File: config.mk
export PLATFORM = sky130hd
export DESIGN_NAME = lsu_axi_master
export DESIGN_NICKNAME = d
export VERILOG_FILES = /design/src/rtl/lsu_axi_master.sv
export SDC_FILE = /design/constraint.sdc
export NUM_CORES = 1
export LEC_CHECK = 0
export ABC_CLOCK_PERIOD_IN_PS = 5550
export CAP_MARGIN = 0
export CORE_MARGIN = 2
export CORE_UTILIZATION = 42
export DETAILED_ROUTE_END_ITERATION = 12
export PLACE_DENSITY = 0.81
export SLEW_MARGIN = 10
export SYNTH_ARGS = -nofsm -noshare
export SYNTH_HDL_FRONTEND = slang
export SYNTH_SLANG_ARGS = --single-unit
File: constraint.sdc
create_clock -name clock -period 5.55 [get_ports clock]
set_input_delay 1.3875 -clock clock [delete_from_list [all_inputs] [get_ports clock]]
set_output_delay 1.3875 -clock clock [all_outputs]
set_load 0.03 [all_outputs]
File: src/rtl/lsu_axi_master.sv
// Shared AXI struct types plus the LSU-side AXI initiator: one single-beat
// read or write per core request, with sub-word strobe/shift/extension.
package ysyx_24080006_pkg;
  typedef struct packed {
    logic        awvalid;
    logic [31:0] awaddr;
    logic        wvalid;
    logic [31:0] wdata;
    logic [3:0]  wstrb;
    logic        bready;
  } axi_w_m2s_t;

  typedef struct packed {
    logic awready;
    logic wready;
    logic bvalid;
  } axi_w_s2m_t;

  typedef struct packed {
    logic        arvalid;
    logic [31:0] araddr;
    logic        rready;
  } axi_r_m2s_t;

  typedef struct packed {
    logic        arready;
    logic        rvalid;
    logic [31:0] rdata;
    logic        rlast;
  } axi_r_s2m_t;
endpackage

module lsu_axi_master
  import ysyx_24080006_pkg::*;
(
  input  logic        clock,
  input  logic        reset,
  input  logic        req_valid,
  output logic        req_ready,
  input  logic        req_we,
  input  logic [31:0] req_addr,
  input  logic [31:0] req_wdata,
  input  logic [1:0]  req_size,
  input  logic        req_unsigned,
  output logic        rsp_valid,
  input  logic        rsp_ready,
  output logic [31:0] rsp_rdata,
  output logic        rsp_err,
  output axi_w_m2s_t  mem_w_m2s,
  input  axi_w_s2m_t  mem_w_s2m,
  output axi_r_m2s_t  mem_r_m2s,
  input  axi_r_s2m_t  mem_r_s2m
);

  typedef enum logic [2:0] {
    S_IDLE,
    S_WR,
    S_WR_RESP,
    S_RD_ADDR,
    S_RD_DATA,
    S_RESP
  } state_t;

  state_t      state, state_nxt;
  logic        aw_done, w_done;
  logic [31:0] addr_q, wdata_q, rdata_q;
  logic [3:0]  wstrb_q;
  logic [1:0]  size_q, off_q;
  logic        unsigned_q, err_q;

  logic        accept, req_bad, aw_hs, w_hs;
  logic [1:0]  req_off;
  logic [3:0]  strb_base;
  logic [31:0] rd_shift, load_ext;

  assign req_ready = (state == S_IDLE) && !reset;
  assign accept    = req_valid && req_ready;
  assign req_off   = req_addr[1:0];
  assign req_bad   = (req_size == 2'b11)
                   || ((req_size == 2'b01) && req_off[0])
                   || ((req_size == 2'b10) && (req_off != 2'b00));

  // Each write channel handshakes independently; a channel counts as done
  // either from its flag or from a handshake happening on this very edge.
  assign aw_hs = (state == S_WR) && !aw_done && mem_w_s2m.awready;
  assign w_hs  = (state == S_WR) && !w_done  && mem_w_s2m.wready;

  always_comb begin
    strb_base = 4'b1111;
    case (req_size)
      2'b00:   strb_base = 4'b0001;
      2'b01:   strb_base = 4'b0011;
      default: strb_base = 4'b1111;
    endcase
  end

  always_comb begin
    rd_shift = mem_r_s2m.rdata >> {off_q, 3'b000};
    load_ext = rd_shift;
    case (size_q)
      2'b00:   load_ext = {{24{~unsigned_q & rd_shift[7]}},  rd_shift[7:0]};
      2'b01:   load_ext = {{16{~unsigned_q & rd_shift[15]}}, rd_shift[15:0]};
      default: load_ext = rd_shift;
    endcase
  end

  always_ff @(posedge clock or posedge reset) begin
    if (reset) state <= S_IDLE;
    else       state <= state_nxt;
  end

  always_comb begin
    state_nxt = state;
    case (state)
      S_IDLE: begin
        if (accept) begin
          if (req_bad)     state_nxt = S_RESP;
          else if (req_we) state_nxt = S_WR;
          else             state_nxt = S_RD_ADDR;
        end
      end
      S_WR: begin
        if ((aw_done || aw_hs) && (w_done || w_hs)) state_nxt = S_WR_RESP;
      end
      S_WR_RESP: if (mem_w_s2m.bvalid)  state_nxt = S_RESP;
      S_RD_ADDR: if (mem_r_s2m.arready) state_nxt = S_RD_DATA;
      S_RD_DATA: if (mem_r_s2m.rvalid)  state_nxt = S_RESP;
      S_RESP:    if (rsp_ready)         state_nxt = S_IDLE;
      default:   state_nxt = S_IDLE;
    endcase
  end

  always_ff @(posedge clock or posedge reset) begin
    if (reset) begin
      aw_done    <= 1'b0;
      w_done     <= 1'b0;
      addr_q     <= '0;
      wdata_q    <= '0;
      wstrb_q    <= '0;
      size_q     <= '0;
      off_q      <= '0;
      unsigned_q <= 1'b0;
      rdata_q    <= '0;
      err_q      <= 1'b0;
    end else begin
      if (accept) begin
        addr_q     <= {req_addr[31:2], 2'b00};
        off_q      <= req_off;
        size_q     <= req_size;
        unsigned_q <= req_unsigned;
        wdata_q    <= req_wdata << {req_off, 3'b000};
        wstrb_q    <= strb_base << req_off;
        aw_done    <= 1'b0;
        w_done     <= 1'b0;
        if (req_bad) begin
          rdata_q <= '0;
          err_q   <= 1'b1;
        end
      end
      if (aw_hs) aw_done <= 1'b1;
      if (w_hs)  w_done  <= 1'b1;
      if ((state == S_WR_RESP) && mem_w_s2m.bvalid) begin
        rdata_q <= '0;
        err_q   <= 1'b0;
      end
      if ((state == S_RD_DATA) && mem_r_s2m.rvalid) begin
        rdata_q <= load_ext;
        err_q   <= ~mem_r_s2m.rlast;
      end
    end
  end

  always_comb begin
    mem_w_m2s         = '0;
    mem_w_m2s.awvalid = (state == S_WR) && !aw_done;
    mem_w_m2s.awaddr  = addr_q;
    mem_w_m2s.wvalid  = (state == S_WR) && !w_done;
    mem_w_m2s.wdata   = wdata_q;
    mem_w_m2s.wstrb   = wstrb_q;
    mem_w_m2s.bready  = (state == S_WR_RESP);
  end

  always_comb begin
    mem_r_m2s         = '0;
    mem_r_m2s.arvalid = (state == S_RD_ADDR);
    mem_r_m2s.araddr  = addr_q;
    mem_r_m2s.rready  = (state == S_RD_DATA);
  end

  assign rsp_valid = (state == S_RESP);
  assign rsp_rdata = rdata_q;
  assign rsp_err   = err_q;

endmodule

==> results.yml <==
clock_network:
  cts_buffer_depth: 2
  hold_buffers: 0
  cts-buffers-inserted: 9
  root_buffer: "clkbuf_16"
  post_cts.repair.setup_buffers: 0
  path_clk_slew_ps: 70
  cts_resized: 0
  clk_latency_ps: 350
  h-tree-depth: 3
  cts_tree: "done"
  clock-sinks: 109
floorplan:
  start_util: 0.426
  rows: 42
  die_area_sq_um: 14200
  coreArea_sq_um: 13100
  dieHeight_um: 119
  die_width_um: 119
  io_pins: 250
grt:
  grt_util_all_layers: 0.228
  grt_pass1_wl_um: 25400
  grt_max_degree: 67
  antenna_found_initial: 0
  grt_pass1_vias: 4744
  grt_overflow: 0
layout:
  diodes: 0
  layout-drive-gt1-share: 0.113
  fin_area_sq_um: 8200
  stdcell_count: 882
  syn2layout_area_growth_pct: 47.3
  final_nets: 811
synthesis:
  synth_ff_type: "dfrtp_1"
  async_flop_share: 1.00
  netlist_instances: 507
  synth_area_sq_um: 5570
  seq_area_frac_synth: 0.490
  synth-warning-count: 0
  ys_types: 46
  ys_seq_elements: 109
  synth_edf_count: 0
  avgSynthCellArea_sq_um: 11.0
timing:
  max_freq_mhz: 232
  hold_ws_ps: 486
  skew_ps: 6.06
  tightest_slew_ps: 844
  maxSlewViolCount: 0
  fin_crit_sh: 0.776
  setup-tns-final_ps: 0
  slew_headroom: 0.437
  rsz0062_at_grt: "false"
  final-setup-viol-count: 0
  finalHoldViolations: 0
  period_minus_slack_ps: 4310
min_path:
  hold_depth: 2
  worstHoldPathType: "flip-flop to flip-flop"
  hold-path-endpoint: "wdata_q[15]"
  hp-start: "wdata_q[15]"
drt:
  final_antenna_net_count: 0
  detail_route.vias_per_cell: 5.41
  drt-initial-drc-count: 294
  vias: 4776
  first_pass_iters: 5
  wl_per_cell_um: 18.5
  drc: 0
  drt_wl_total_um: 16300
power:
  p_leak_nw: 3.50
  power_density_nw_per_um2: 619
  irDropWorstVdd_mv: 0.319
critical_path:
  cp-startpoint: "reset"
  crit_required_ps: 4160
  cp-start-kind: "input pin"
  rr_endpoint: "rsp_rdata[28]"
  cpMostUsedCell: "clkdlybuf4s50_1"
  ff2ff_path_depth: 4
  crit_buf_inv: 2
  regToRegSetupSlack_ps: 3080
  cpMaxStageDelayCell: "clkdlybuf4s50_1"
  critPathMaxFanout: 3
  cpLargestDelayFamily: "buffers and inverters"
  r2r_start: "state[0]"
  crit_type: "input pin to output port"
  slowest_delay_ps: 740
  critPathArrivalTime_ps: 2920
  end_kind: "output port"
  path_cells: "clkdlybuf4s50_1, nor4_4, clkdlybuf4s50_1"
outcome:
  outcome: "completed"
place:
  hpwlAfterDp_um: 12200
  dpl.cell_count: 866
  port_buffers: 245
  gp_congestion: 0.892
  placed_cell_area_sq_um: 7880
flow_run:
  drv_cap: 0
## tightest hold or removal path: stages (launching register included)
cell and delay (ps):
dfrtp_1 350, nand2_1 50, o31ai_1 50
## cell usage after synthesis (2+ instances only)
library cell	count	share of area
dfrtp_1	109	0.49
nand2_1	47	0.032
mux2_2	45	0.091
buf_4	34	0.046
mux2i_1	34	0.061
nor2_1	27	0.018
a21oi_1	26	0.023
o21ai_0	26	0.023
clkbuf_1	24	0.016
nor2b_1	17	0.019
a211o_1	15	0.024
nand3b_1	9	0.012
o31ai_1	9	0.012
a211oi_1	8	0.011
a221o_1	8	0.014
o2bb2ai_1	8	0.013
a32o_1	7	0.013
buf_6	6	0.012
buf_1	5	0.0034
buf_2	4	0.0036
a22o_1	3	0.0047
inv_1	3	0.0020
or2_2	3	0.0034
mux4_2	2	0.0081
nor3_1	2	0.0018
nor3b_1	2	0.0027
nor4bb_1	2	0.0036
o21a_1	2	0.0027
o22a_1	2	0.0031
o41ai_1	2	0.0031
## cells by family after synthesis
logic type             Yosys count  synth area share
buffers and inverters           76            0.0831
muxes                           81             0.160
AOI/OAI and AO/OA              124             0.160
other                            1          0.000674
and+or+nand+nor                116             0.106
DFF                            109             0.490
## cell type report
class	count	area, sq um
clock buffer	12	256
clock inverter	4	70.1
fill	1026	4880
inverter	3	13.8
multi-input combinational	325	2400
sequential	109	2730
tap	176	220
timing repair buffer	253	2510
## layer usage
metal	track usage	routed length, um
met3	0.0599	1260
met5	0	0
met4	0.106	449
met1	0.271	6510
met2	0.384	8140
## placed cells by master, fill, tap and decap left out, types with 9 or more instances in the layout
cell type	instances
dfrtp_1	109
clkdlybuf4s50_1	245
nand3b_1	9
nor2_1	27
mux2_2	45
o21ai_0	26
o31ai_1	9
clkbuf_16	9
mux2i_1	34
nor2b_1	17
nand2_1	46
a211o_1	15
a21oi_1	26
## sequential cells by signal, summed over array words and instances, names as in the netlist, 2 cells and up
signal,flops
wstrb_q,4
rsp_rdata,32
addr_q,30
state,3
off_q,2
size_q,2
wdata_q,32
## how the worst max path moves through the flow
stage	end	slack (ps)	depth (start not counted)
after floorplan	addr_q[10]	1290	1
after global placement	req_ready	1290	3
after detailed placement	req_ready	1240	3
after CTS	req_ready	1240	3
after global routing	req_ready	1220	3
final	req_ready	1240	3
## per-stage QoR
step | util | setup WS, ps | power, mW
floorplan | - | 1290 | 3.31
global placement | 0.602 | 1290 | 4.32
detailed placement | 0.602 | 1240 | 4.39
CTS | 0.627 | 1240 | 5.11
global route | 0.627 | 1220 | 5.31
finish | 0.627 | 1240 | 5.08
## power breakdown
group	total (mW)	internal [mW]	switching, mW
Clock	0.709	0.419	0.290
Sequential	1.48	1.16	0.316
Combinational	2.89	1.28	1.61
Note: power is estimated with default switching activity, not from simulation.
